`src/rtl/piso_serializer_fifo.sv`:
```
// piso_serializer_fifo
//   Parallel-in / serial-out serializer with a small input FIFO. Words come in
//   over a valid/ready handshake and leave LANE_WIDTH bits per cycle, LSB- or
//   MSB-first, optionally followed by one even-parity beat. Back-to-back words
//   stream with no idle cycle between them.
//
// Ports
//   clk          system clock, rising edge
//   rst          asynchronous active-high reset
//   data_in      word to transmit
//   valid_in     producer offers data_in
//   ready_in     FIFO has room; push happens on valid_in && ready_in
//   msb_first    bit order, sampled when a word loads into the shifter
//   data_out     current serial beat
//   valid_out    data_out carries a valid beat
//   last_out     final beat of the current word (parity beat when enabled)
//   busy         shifter active or FIFO non-empty
//   fifo_count   words currently held in the FIFO
//
// FSM states
//   state    | meaning
//   S_IDLE   | nothing on the link; waits for a FIFO word
//   S_SHIFT  | presenting data beat r_beat_cnt of the loaded word
//   S_PARITY | presenting the even-parity beat of the loaded word

module piso_serializer_fifo #(
    parameter int DATA_WIDTH = 8,
    parameter int LANE_WIDTH = 1,
    parameter int FIFO_DEPTH = 4,
    parameter int PARITY_EN  = 0
) (
    input  logic                          clk,
    input  logic                          rst,
    input  logic [DATA_WIDTH-1:0]         data_in,
    input  logic                          valid_in,
    output logic                          ready_in,
    input  logic                          msb_first,
    output logic [LANE_WIDTH-1:0]         data_out,
    output logic                          valid_out,
    output logic                          last_out,
    output logic                          busy,
    output logic [$clog2(FIFO_DEPTH):0]   fifo_count
);

    localparam int BEATS = DATA_WIDTH / LANE_WIDTH;
    localparam int CW    = $clog2(BEATS + 1);
    localparam int PW    = $clog2(FIFO_DEPTH);
    localparam int CNTW  = PW + 1;

    localparam logic [CW-1:0]   LAST_BEAT = CW'(BEATS - 1);
    localparam logic [CNTW-1:0] FULL_CNT  = CNTW'(FIFO_DEPTH);
    localparam bit              NO_PAR    = (PARITY_EN == 0);

    typedef enum logic [1:0] {
        S_IDLE   = 2'd0,
        S_SHIFT  = 2'd1,
        S_PARITY = 2'd2
    } state_t;

    // FIFO storage and bookkeeping
    logic [DATA_WIDTH-1:0] r_mem [FIFO_DEPTH];
    logic [PW-1:0]         r_wr_ptr;
    logic [PW-1:0]         r_rd_ptr;
    logic [CNTW-1:0]       r_count;
    logic                  r_ready;

    // Shifter / FSM
    state_t                r_state;
    logic [DATA_WIDTH-1:0] r_shift;
    logic [CW-1:0]         r_beat_cnt;
    logic                  r_msb;
    logic                  r_parity;
    logic [LANE_WIDTH-1:0] r_data_out;
    logic                  r_valid_out;
    logic                  r_last_out;

    logic                  w_push;
    logic                  w_pop;
    logic                  w_load;
    logic                  w_nonempty;
    logic [DATA_WIDTH-1:0] w_head;
    logic [CNTW-1:0]       w_count_nxt;

    state_t                w_state_nxt;
    logic [DATA_WIDTH-1:0] w_shift_nxt;
    logic [CW-1:0]         w_cnt_nxt;
    logic                  w_msb_nxt;
    logic                  w_parity_nxt;
    logic [LANE_WIDTH-1:0] w_data_nxt;
    logic                  w_valid_nxt;
    logic                  w_last_nxt;
    logic [LANE_WIDTH-1:0] w_par_beat;

    // ready_in is a register rather than decoded from r_count so that it stays
    // low for the first cycle after reset release, as the producer expects.
    assign w_push     = valid_in && r_ready;
    assign w_nonempty = (r_count != '0);
    assign w_head     = r_mem[r_rd_ptr];
    assign w_pop      = w_load;

    always_comb begin
        w_count_nxt = r_count;
        case ({w_push, w_pop})
            2'b10:   w_count_nxt = r_count + 1'b1;
            2'b01:   w_count_nxt = r_count - 1'b1;
            default: w_count_nxt = r_count;
        endcase
    end

    always_comb begin
        w_par_beat    = '0;
        w_par_beat[0] = r_parity;
    end

    // Next-beat logic: the outputs are registered, so this process decides what
    // the link shows in the cycle after the coming edge.
    always_comb begin
        w_state_nxt  = r_state;
        w_shift_nxt  = r_shift;
        w_cnt_nxt    = r_beat_cnt;
        w_msb_nxt    = r_msb;
        w_parity_nxt = r_parity;
        w_data_nxt   = '0;
        w_valid_nxt  = 1'b0;
        w_last_nxt   = 1'b0;
        w_load       = 1'b0;

        case (r_state)
            S_IDLE: begin
                if (w_nonempty) begin
                    w_load = 1'b1;
                end
            end
            S_SHIFT: begin
                if (r_beat_cnt == LAST_BEAT) begin
                    if (!NO_PAR) begin
                        w_state_nxt = S_PARITY;
                        w_data_nxt  = w_par_beat;
                        w_valid_nxt = 1'b1;
                        w_last_nxt  = 1'b1;
                    end else if (w_nonempty) begin
                        w_load = 1'b1;
                    end else begin
                        w_state_nxt = S_IDLE;
                    end
                end else begin
                    w_cnt_nxt   = r_beat_cnt + 1'b1;
                    w_valid_nxt = 1'b1;
                    w_last_nxt  = NO_PAR && (w_cnt_nxt == LAST_BEAT);
                    if (r_msb) begin
                        w_data_nxt  = r_shift[DATA_WIDTH-1 -: LANE_WIDTH];
                        w_shift_nxt = r_shift << LANE_WIDTH;
                    end else begin
                        w_data_nxt  = r_shift[LANE_WIDTH-1:0];
                        w_shift_nxt = r_shift >> LANE_WIDTH;
                    end
                end
            end
            S_PARITY: begin
                if (w_nonempty) begin
                    w_load = 1'b1;
                end else begin
                    w_state_nxt = S_IDLE;
                end
            end
            default: begin
                w_state_nxt = S_IDLE;
            end
        endcase

        // Loading presents beat 0 immediately, which is what gives zero-gap
        // streaming between words. Parity is taken from the unshifted word.
        if (w_load) begin
            w_state_nxt  = S_SHIFT;
            w_cnt_nxt    = '0;
            w_msb_nxt    = msb_first;
            w_parity_nxt = ^w_head;
            w_valid_nxt  = 1'b1;
            w_last_nxt   = NO_PAR && (LAST_BEAT == '0);
            if (msb_first) begin
                w_data_nxt  = w_head[DATA_WIDTH-1 -: LANE_WIDTH];
                w_shift_nxt = w_head << LANE_WIDTH;
            end else begin
                w_data_nxt  = w_head[LANE_WIDTH-1:0];
                w_shift_nxt = w_head >> LANE_WIDTH;
            end
        end
    end

    always_ff @(posedge clk) begin
        if (w_push) begin
            r_mem[r_wr_ptr] <= data_in;
        end
    end

    always_ff @(posedge clk or posedge rst) begin
        if (rst) begin
            r_wr_ptr    <= '0;
            r_rd_ptr    <= '0;
            r_count     <= '0;
            r_ready     <= 1'b0;
            r_state     <= S_IDLE;
            r_shift     <= '0;
            r_beat_cnt  <= '0;
            r_msb       <= 1'b0;
            r_parity    <= 1'b0;
            r_data_out  <= '0;
            r_valid_out <= 1'b0;
            r_last_out  <= 1'b0;
        end else begin
            if (w_push) begin
                r_wr_ptr <= r_wr_ptr + 1'b1;
            end
            if (w_pop) begin
                r_rd_ptr <= r_rd_ptr + 1'b1;
            end
            r_count     <= w_count_nxt;
            r_ready     <= (w_count_nxt != FULL_CNT);
            r_state     <= w_state_nxt;
            r_shift     <= w_shift_nxt;
            r_beat_cnt  <= w_cnt_nxt;
            r_msb       <= w_msb_nxt;
            r_parity    <= w_parity_nxt;
            r_data_out  <= w_data_nxt;
            r_valid_out <= w_valid_nxt;
            r_last_out  <= w_last_nxt;
        end
    end

    assign ready_in   = r_ready;
    assign data_out   = r_data_out;
    assign valid_out  = r_valid_out;
    assign last_out   = r_last_out;
    assign busy       = (r_state != S_IDLE) || (r_count != '0);
    assign fifo_count = r_count;

endmodule

```
`config.mk`:
```
export PLATFORM = sky130hd
export DESIGN_NAME = piso_serializer_fifo
export DESIGN_NICKNAME = d
export VERILOG_FILES = /design/src/rtl/piso_serializer_fifo.sv
export SDC_FILE = /design/constraint.sdc
export NUM_CORES = 1
export LEC_CHECK = 0
export CAP_MARGIN = 20
export CORE_AREA = 2 2 68 86
export DETAILED_ROUTE_END_ITERATION = 6
export DIE_AREA = 0 0 70 88
export GPL_TIMING_DRIVEN = 0
export PLACE_DENSITY = 0.85
export RECOVER_POWER = 25
export SLEW_MARGIN = 10
export SYNTH_ARGS = -nofsm -noshare
export SYNTH_HDL_FRONTEND = slang
export SYNTH_SLANG_ARGS = --single-unit
```
`constraint.sdc`:
```
create_clock -name clk -period 2.2 [get_ports clk]
set_input_delay 0.22 -clock clk [delete_from_list [all_inputs] [get_ports clk]]
set_output_delay 0.22 -clock clk [all_outputs]
set_load 0.01 [all_outputs]
```
==> flow_metrics.env <==
export IMPL_grt_pass1_vias=1629
export IMPL_drt_drc_violations_left=0
export IMPL_fin_ws_ns=-0.0149
export IMPL_drtAntennaViolNets=0
export IMPL_syn_to_final_growth_pct=19.5
export IMPL_status="complete, but fails checks"
export IMPL_routedWlPerCell_um=16.9
export IMPL_yosys_top_cells_area="edfxtp_1 35%, dfrtp_1 23%, mux4_2 11%, mux2i_1 3.3%, ha_1 3.2%"
export IMPL_layout_cells_non_filler=294
export IMPL_ys_flop_type="edfxtp_1"
export IMPL_max_freq_ghz=0.451
export IMPL_grt_pass1_wl_um=7890
export IMPL_skew_ns=0.00819
export IMPL_synth_fp_nets=206
export IMPL_yosys_area_top_type="edfxtp_1"
export IMPL_synthCells=186
export IMPL_ctsRootBufferMaster="clkbuf_8"
export IMPL_arrival_ns=2.50
export IMPL_cts_max_level=3
export IMPL_die_h_um=88
export IMPL_place_inst=268
export IMPL_routed_wl_um=4980
export IMPL_synth_top_cell_area_share_pct=35.2
export IMPL_postLayoutCellArea_sq_um=3260
export IMPL_drtIter0Drc=126
export IMPL_dpl_hpwl_um=3370
export IMPL_cpPeakStageDelay_ns=0.46
export IMPL_critical_path_slowest_cell="dfrtp_2"
export IMPL_met3_usage_pct=5.18
export IMPL_grtUsageTotal_pct=17.6
export IMPL_yosysSeqAreaShare_pct=58.2
export IMPL_ys_ff_latch=57
export IMPL_p_leak_nw=1.29
export IMPL_via_per_inst=5.78
export IMPL_fillers=413
export IMPL_die_w_um=70
export IMPL_fp_row_count=30
export IMPL_postPlaceCellArea_sq_um=2990
export IMPL_cp_cell_sequence="or3_1, buf_2, nand2_2, inv_2, ha_4, inv_1, fa_2, mux2i_1, nor2_1, nand2_1"
export IMPL_cpLargestDelayFamily="simple AND/OR/NAND/NOR gates"
export IMPL_slew_viol_final=0
export IMPL_setup_viol=1
export IMPL_period_share_pct=101
export IMPL_path_max_fanout=9
export IMPL_antenna_cells=0
export IMPL_crit_buf_inv=3
export IMPL_coreArea_sq_um=5330
export IMPL_failed_checks="negative setup slack"
export IMPL_numCtsBuffers=9
export IMPL_fin_util_pct=61.1
export IMPL_worst_pin_slew_ns=1.18
export IMPL_async_flop_share_pct=43.9
export IMPL_maxCapViolations=0
export IMPL_antenna_found_initial=0
export IMPL_slew_headroom_pct=21.6
export IMPL_worstSetupEndpointType="flip-flop"
export IMPL_num_nets_final=245
export IMPL_grt_use_met1_pct=19.9
export IMPL_yosys_top_cells_count="32 x edfxtp_1, 25 x dfrtp_1, 13 x mux4_2, 9 x mux2i_1"
export IMPL_critPathKind="flip-flop to flip-flop"
export IMPL_place_congestion=0.795
export IMPL_synth_edff_count=32
export IMPL_clockBufferDepth=2
export IMPL_cts_tree="yes"
export IMPL_finalPower_mw=4.20
export IMPL_clk_latency_ns=0.34
export IMPL_clkTransAtPathRegs_ns=0.06
export IMPL_initial_utilization_pct=51.2
export IMPL_hold_buffers=0
export IMPL_min_period_ns=2.21
export IMPL_yosysMostFrequentCell="edfxtp_1"
export IMPL_rsz0062_at_grt="yes"
export IMPL_hold_viol_final=0
export IMPL_yosysUniqueCellTypes=39
export IMPL_min_path_type="input pin to async pin"
export IMPL_use_met2_pct=29.8
export IMPL_grt_max_degree=26
export IMPL_cp_start_kind="flip-flop"
export IMPL_avgSynthCellArea_sq_um=14.7
export IMPL_first_pass_iters=4
export IMPL_overflow=0
export IMPL_drive_above_1_share_pct=24.3
export IMPL_netlist_area_sq_um=2730
export IMPL_yosysWarnings=0
export IMPL_dp_slack_ns=-0.260
export IMPL_grt_most_used_layer="met2"
export IMPL_power_density_nw_per_um2=1290
export IMPL_die_area_sq_um=6160
export IMPL_cts_sinks=57
export IMPL_ir_drop_v=0.000545
export IMPL_vias=1699
export IMPL_ios=20
export IMPL_numPortBuffers=18
export IMPL_crit_required_ns=2.48
path summary, 6_finish.rpt:
check | endpoint | slack [ns] | start | cells past startpoint
min reg2reg | r_wr_ptr[0]$_DFFE_PP0P_ | 0.55 | r_wr_ptr[0]$_DFFE_PP0P_ | 1
min in group clk | r_mem[2][1]$_DFFE_PP_ | 0.52 | data_in[1] | 1
max reg2reg | ready_in$_DFF_PP0_ | -0.01 | fifo_count[0]$_DFF_PP0_ | 10
min | ready_in$_DFF_PP0_ | 0.20 | rst | 2
max in group asynchronous | r_beat_cnt[0]$_DFFE_PP0P_ | 0.59 | rst | 3
max | ready_in$_DFF_PP0_ | -0.01 | fifo_count[0]$_DFF_PP0_ | 10
cells by family after synthesis:
logic type | Yosys count | synth area share [%]
muxes | 32 | 19.1
buffers and inverters | 19 | 3.30
DFF | 57 | 58.2
adders and majority gates | 8 | 3.95
xor gates and xnor gates | 6 | 1.93
AOI/OAI and AO/OA | 31 | 7.21
and+or+nand+nor | 33 | 6.29
metrics by stage:
step | hold slack, ns | TNS [ns]
floorplan | 0.247 | 0
global placement | 0.530 | -0.276
detailed placement | 0.541 | -0.416
CTS | 0.436 | 0
global route | 0.226 | -0.0638
finish | 0.204 | -0.0149
where the power goes:
| part | switching (mW) | internal (mW) |
|---|---|---|
| combinational | 0.818 | 0.912 |
| sequential | 0.239 | 1.46 |
| clock | 0.380 | 0.388 |
| total | 1.44 | 2.76 |
per-layer routing:
metal / part of all wire (%) / routed length (um)
met5: 0 / 0
met4: 2.5 / 127
met3: 4.7 / 233
met2: 54 / 2700
met1: 39 / 1920
final cells by class:
class / instances / area [sq um] / area share, %
Tap cell: 64 / 80.1 / 2.46
Timing Repair Buffer: 28 / 251 / 7.72
Multi-Input combinational cell: 110 / 1090 / 33.6
Sequential cell: 57 / 1590 / 48.8
Inverter: 9 / 33.8 / 1.04
Clock inverter: 6 / 25.0 / 0.768
Buffer: 10 / 56.3 / 1.73
Clock buffer: 10 / 128 / 3.92
worst register-to-register path, stage by stage (launching register included):
cell and delay [ns]:
dfrtp_2 0.46, or3_1 0.35, buf_2 0.18, nand2_2 0.10, inv_2 0.06, ha_4 0.16
inv_1 0.06, fa_2 0.43, mux2i_1 0.22, nor2_1 0.08, nand2_1 0.07
timing repair:
item,4_1_cts,5_1_grt
setup endpoints to repair,3,3
setup buffers,5,4
gates cloned,0,0
pin swaps,5,3
gates resized for setup,7,2
cell usage in the layout (no fill, tap or decap), drive strengths merged, types with 5 or more instances in the layout:
master	instances
mux4	14
inv	9
clkinv	6
mux2i	9
nand3	6
clkbuf	13
a21oi	6
nor2	5
dfrtp	25
o22ai	8
edfxtp	32
ha	7
buf	17
mux2	9
and3	5
clkdlybuf4s50	15
o21ai	8
nand2	8
sequential cells by signal, indices dropped and copies added (netlist names):
name / count
r_mem: 32
r_shift: 8
fifo_count: 3
r_wr_ptr: 2
r_beat_cnt: 4
last_out: 1
data_out: 1
ready_in: 1
valid_out: 1
r_rd_ptr: 2
r_state: 1
r_msb: 1
Power figures use the tool's default switching activity.
==> RTL change 1 (config.mk and constraints unchanged) <==
Register the output `fifo_count` once more; this adds one clock of latency there. The other outputs are not delayed to match.
--- a/src/rtl/piso_serializer_fifo.sv
+++ b/src/rtl/piso_serializer_fifo.sv
@@ -233,5 +233,7 @@
     assign last_out   = r_last_out;
     assign busy       = (r_state != S_IDLE) || (r_count != '0);
-    assign fifo_count = r_count;
+    always_ff @(posedge clk) begin
+        fifo_count <= r_count;
+    end
 
 endmodule
Behaviour: not the same (a bounded check fails within 4 cycles, from zero or initial values and one cycle with rst high).
==> RTL change 1 against the original RTL <==
- first-iteration DRC count is 5.6% higher
- clock skew increased by 3.2 ps
- design area is essentially flat
- routed wire length down 4.2%
- power is 8.8% higher
- synthesized area down 4.7%
- critical path depth rose by 2
- setup slack better by 89 ps
- sequential cell count is 3 higher
- critical path type unchanged
==> RTL change 1: results (changes against the original RTL) <==
worst vdd ir -> 938 uV (was 545 uV)
DRT iter0 DRCs -> 133 (was 126)
Synth area leaders -> edfxtp_1 (37%), dfrtp_1 (24%), mux2i_1 (4.2%), mux4_1 (4.0%), mux4_2 (3.5%) (was edfxtp_1 (35%), dfrtp_1 (23%), mux4_2 (11%), mux2i_1 (3.3%), ha_1 (3.2%))
routed wl met2 -> 2440 um (was 2700 um)
via count -> 1568 (was 1699)
post-synthesis compound-gate area fraction -> 7.32% (was 7.21%)
Mapped Cells -> 177 (was 186)
final setup margin -> 73.7 ps (was -14.9 ps)
vias in the first global route -> 1533 (was 1629)
met1 Track Usage GR -> 19.2% (was 19.9%)
Pint -> 3.13 mW (was 2.76 mW)
M3 GR Usage -> 5.75% (was 5.18%)
Place WS -> -271 ps (was -260 ps)
leakage -> 1.30 nW (was 1.29 nW)
clk_skew -> 11.4 ps (was 8.19 ps)
M1 WL -> 2000 um (was 1920 um)
Max FO, Critical Path -> 5 (was 9)
Max-slew headroom -> 60.7% (was 21.6%)
Routed WL -> 4770 um (was 4980 um)
detailed placement HPWL -> 3000 um (was 3370 um)
count of different cell masters after synthesis -> 35 (was 39)
r2r worst-path depth -> 12 (was 10)
Final #Nets -> 237 (was 245)
Port-buffer cells -> 19 (was 18)
fmax -> 470 MHz (was 451 MHz)
Syn Nets -> 197 (was 206)
fillers -> 400 (was 413)
FFs w/ async S/R, synth -> 41.7% (was 43.9%)
layout cells sized above 1 -> 22.5% (was 24.3%)
run status -> finished, final reports clean (was finished with violations)
slowest stage delay, CP -> 390 ps (was 460 ps)
post-route insts no fill -> 286 (was 294)
routability cong. -> 0.796 (was 0.795)
met2 GRT Util -> 28.2% (was 29.8%)
R2R Path Start -> r_beat_cnt[0]$_DFFE_PP0P_ (was fifo_count[0]$_DFF_PP0_)
[RTL change 1: cell types whose count changed in the layout (fill, tap and decap cells not counted), sizes merged, moves of 3 or more]
cell	change
buf	-3
bufinv	+3
clkdlybuf4s50	-3
clkinv	-4
dfxtp	+3
dlygate4sd3	+4
mux2	-5
mux4	-6
[RTL change 1: final cells by class]
type                       instances  area [sq um]  area share [%]
buffer                             7          36.3            1.11
tap                               64          80.1            2.46
multi-input combinational        101           937            28.8
sequential                        60          1650            50.6
inverter                           8          30.0           0.922
timing repair buffer              30           293            8.99
clock buffer                      11           131            4.03
clock inverter                     5           100            3.07
[RTL change 1: stage by stage]
stage          utilization (%)  area, sq um  TNS [ps]
2_1_floorplan                -         2620         0
3_3_place_gp              54.2         2890      -289
3_5_place_dp              54.2         2890      -419
4_1_cts                   59.4         3170         0
5_1_grt                   61.1         3260      -110
6_report                  61.1         3260         0
[RTL change 1: worst max-delay path by stage]
stage | cells past startpoint | from | endpoint
2_1_floorplan | 12 | r_beat_cnt[1]$_DFFE_PP0P_ | ready_in$_DFF_PP0_
3_3_place_gp | 12 | r_beat_cnt[0]$_DFFE_PP0P_ | ready_in$_DFF_PP0_
3_5_place_dp | 12 | r_beat_cnt[0]$_DFFE_PP0P_ | ready_in$_DFF_PP0_
4_1_cts | 12 | r_beat_cnt[1]$_DFFE_PP0P_ | ready_in$_DFF_PP0_
5_1_grt | 12 | r_beat_cnt[0]$_DFFE_PP0P_ | ready_in$_DFF_PP0_
6_report | 12 | r_beat_cnt[0]$_DFFE_PP0P_ | ready_in$_DFF_PP0_
[RTL change 1: timing repair]
action                     CTS  global route
pin swaps                    2             6
setup buffers                5             5
hold buffers                 0             0
setup endpoints to repair    4             2
resized for setup            4             5
==> RTL change 2 (same flow settings) <==
Made on the original files. Change the parameter `FIFO_DEPTH` from 4 to 2.
--- a/src/rtl/piso_serializer_fifo.sv
+++ b/src/rtl/piso_serializer_fifo.sv
@@ -27,5 +27,5 @@
     parameter int DATA_WIDTH = 8,
     parameter int LANE_WIDTH = 1,
-    parameter int FIFO_DEPTH = 4,
+    parameter int FIFO_DEPTH = 2,
     parameter int PARITY_EN  = 0
 ) (
Ports: changed (resized fifo_count); port bits go from 20 to 19. No check against the original RTL was run, so the function may have changed too.
==> RTL change 2 against the original RTL <==
- sequential cell count fell by 19
- power fell by 27%
- design area fell by 32%
- synthesized area fell by 32%
- first-iteration DRC count fell by 72%
- setup slack improved by 210 ps
- routed wire length fell by 38%
- count of clock-buffer cells in the layout fell by 5
- largest cell class unchanged
- highest routed layer unchanged
==> RTL change 2: results (changes against the original RTL) <==
post_cts resized -> 0 (was 7)
CP arrival -> 2190 ps (was 2500 ps)
worst vdd ir -> 596 uV (was 545 uV)
count of different cell masters after synthesis -> 38 (was 39)
routed wl met2 -> 1560 um (was 2700 um)
Worst Hold Class -> in2reg (was in2async)
Avg Vias per Cell -> 5.09 (was 5.78)
part of the Yosys area used for sequential elements -> 56.0% (was 58.2%)
pin count of the biggest net entering global routing -> 23 (was 26)
Final #Nets -> 161 (was 245)
clk_skew -> 7.07 ps (was 8.19 ps)
via count -> 1075 (was 1699)
worst skew pair latency -> 300 ps (was 340 ps)
FFs w/ async S/R, synth -> 57.9% (was 43.9%)
post-CTS setup buffer count -> 0 (was 5)
DP Area -> 0.00209 sq mm (was 0.00299 sq mm)
detailed placement HPWL -> 2220 um (was 3370 um)
run status -> finished, final reports clean (was finished with violations)
M1 WL -> 1260 um (was 1920 um)
leakage -> 0.921 nW (was 1.29 nW)
Synth area leaders -> dfrtp_1 (30%), edfxtp_1 (26%), mux2i_1 (12%), mux4_2 (8.6%), ha_1 (2.0%) (was edfxtp_1 (35%), dfrtp_1 (23%), mux4_2 (11%), mux2i_1 (3.3%), ha_1 (3.2%))
layout cells sized above 1 -> 21.1% (was 24.3%)
ys flop type -> dfrtp_1 (was edfxtp_1)
CP endpoint -> fifo_count[1]$_DFF_PP0_ (was ready_in$_DFF_PP0_)
DRT iter0 DRCs -> 35 (was 126)
routability cong. -> 0.785 (was 0.795)
final period utilization -> 91.3% (was 101%)
first-pass GRT wire length -> 5200 um (was 7890 um)
Largest register FFs -> 16 (was 32)
reg2reg setup slack -> 190 ps (was -10 ps)
P per Cell Area -> 1400 mW/mm^2 (was 1290 mW/mm^2)
DP Cell Count -> 203 (was 268)
Place WS -> 214 ps (was -260 ps)
reg2reg end -> fifo_count[1]$_DFF_PP0_ (was ready_in$_DFF_PP0_)
Port-buffer cells -> 17 (was 18)
Max-slew headroom -> 44.4% (was 21.6%)
gr usage total -> 11.1% (was 17.6%)
Num CTS Buffers -> 5 (was 9)
Clock Power Share -> 19.3% (was 18.3%)
Post-synth top cells -> dfrtp_1 (22), mux2i_1 (22), edfxtp_1 (16) (was edfxtp_1 (32), dfrtp_1 (25), mux4_2 (13))
Seq group -> 1.16 mW (was 1.70 mW)
r2r worst-path depth -> 6 (was 10)
clock transition at the registers of the reported paths -> 80 ps (was 60 ps)
Psw -> 1.04 mW (was 1.44 mW)
met1 Track Usage GR -> 12.6% (was 19.9%)
met3 WL -> 131 um (was 233 um)
delay-heaviest family, CP -> adder cells (was simple AND/OR/NAND/NOR gates)
Max FO, Critical Path -> 7 (was 9)
RTL change 2: changes by cell type after synthesis, sizes merged, moves of 4 or more:
cell | unedited run | this run
edfxtp | 32 | 16
mux2i | 9 | 22
o22ai | 8 | 0
inv | 9 | 2
mux2 | 9 | 2
mux4 | 14 | 7
o21ai | 8 | 2
and3 | 5 | 1
ha | 7 | 3
nand2 | 8 | 4
nor2b | 4 | 0
RTL change 2: cells by family after synthesis:
| family | Yosys count | synth area share (%) |
|---|---|---|
| AOI/OAI and AO/OA | 16 | 7.14 |
| xor gates and xnor gates | 5 | 2.38 |
| adders and majority gates | 3 | 2.04 |
| buffers and inverters | 9 | 3.26 |
| DFF | 38 | 56.0 |
| muxes | 31 | 21.8 |
| and+or+nand+nor | 20 | 7.41 |
RTL change 2: area by class of cell:
type,count,area [sq um]
clock buffer,5,68.8
tap,64,80.1
fill,495,3130
multi-input combinational,75,749
sequential,38,1030
inverter,2,7.51
timing repair buffer,17,170
clock inverter,3,45.0
buffer,7,52.6
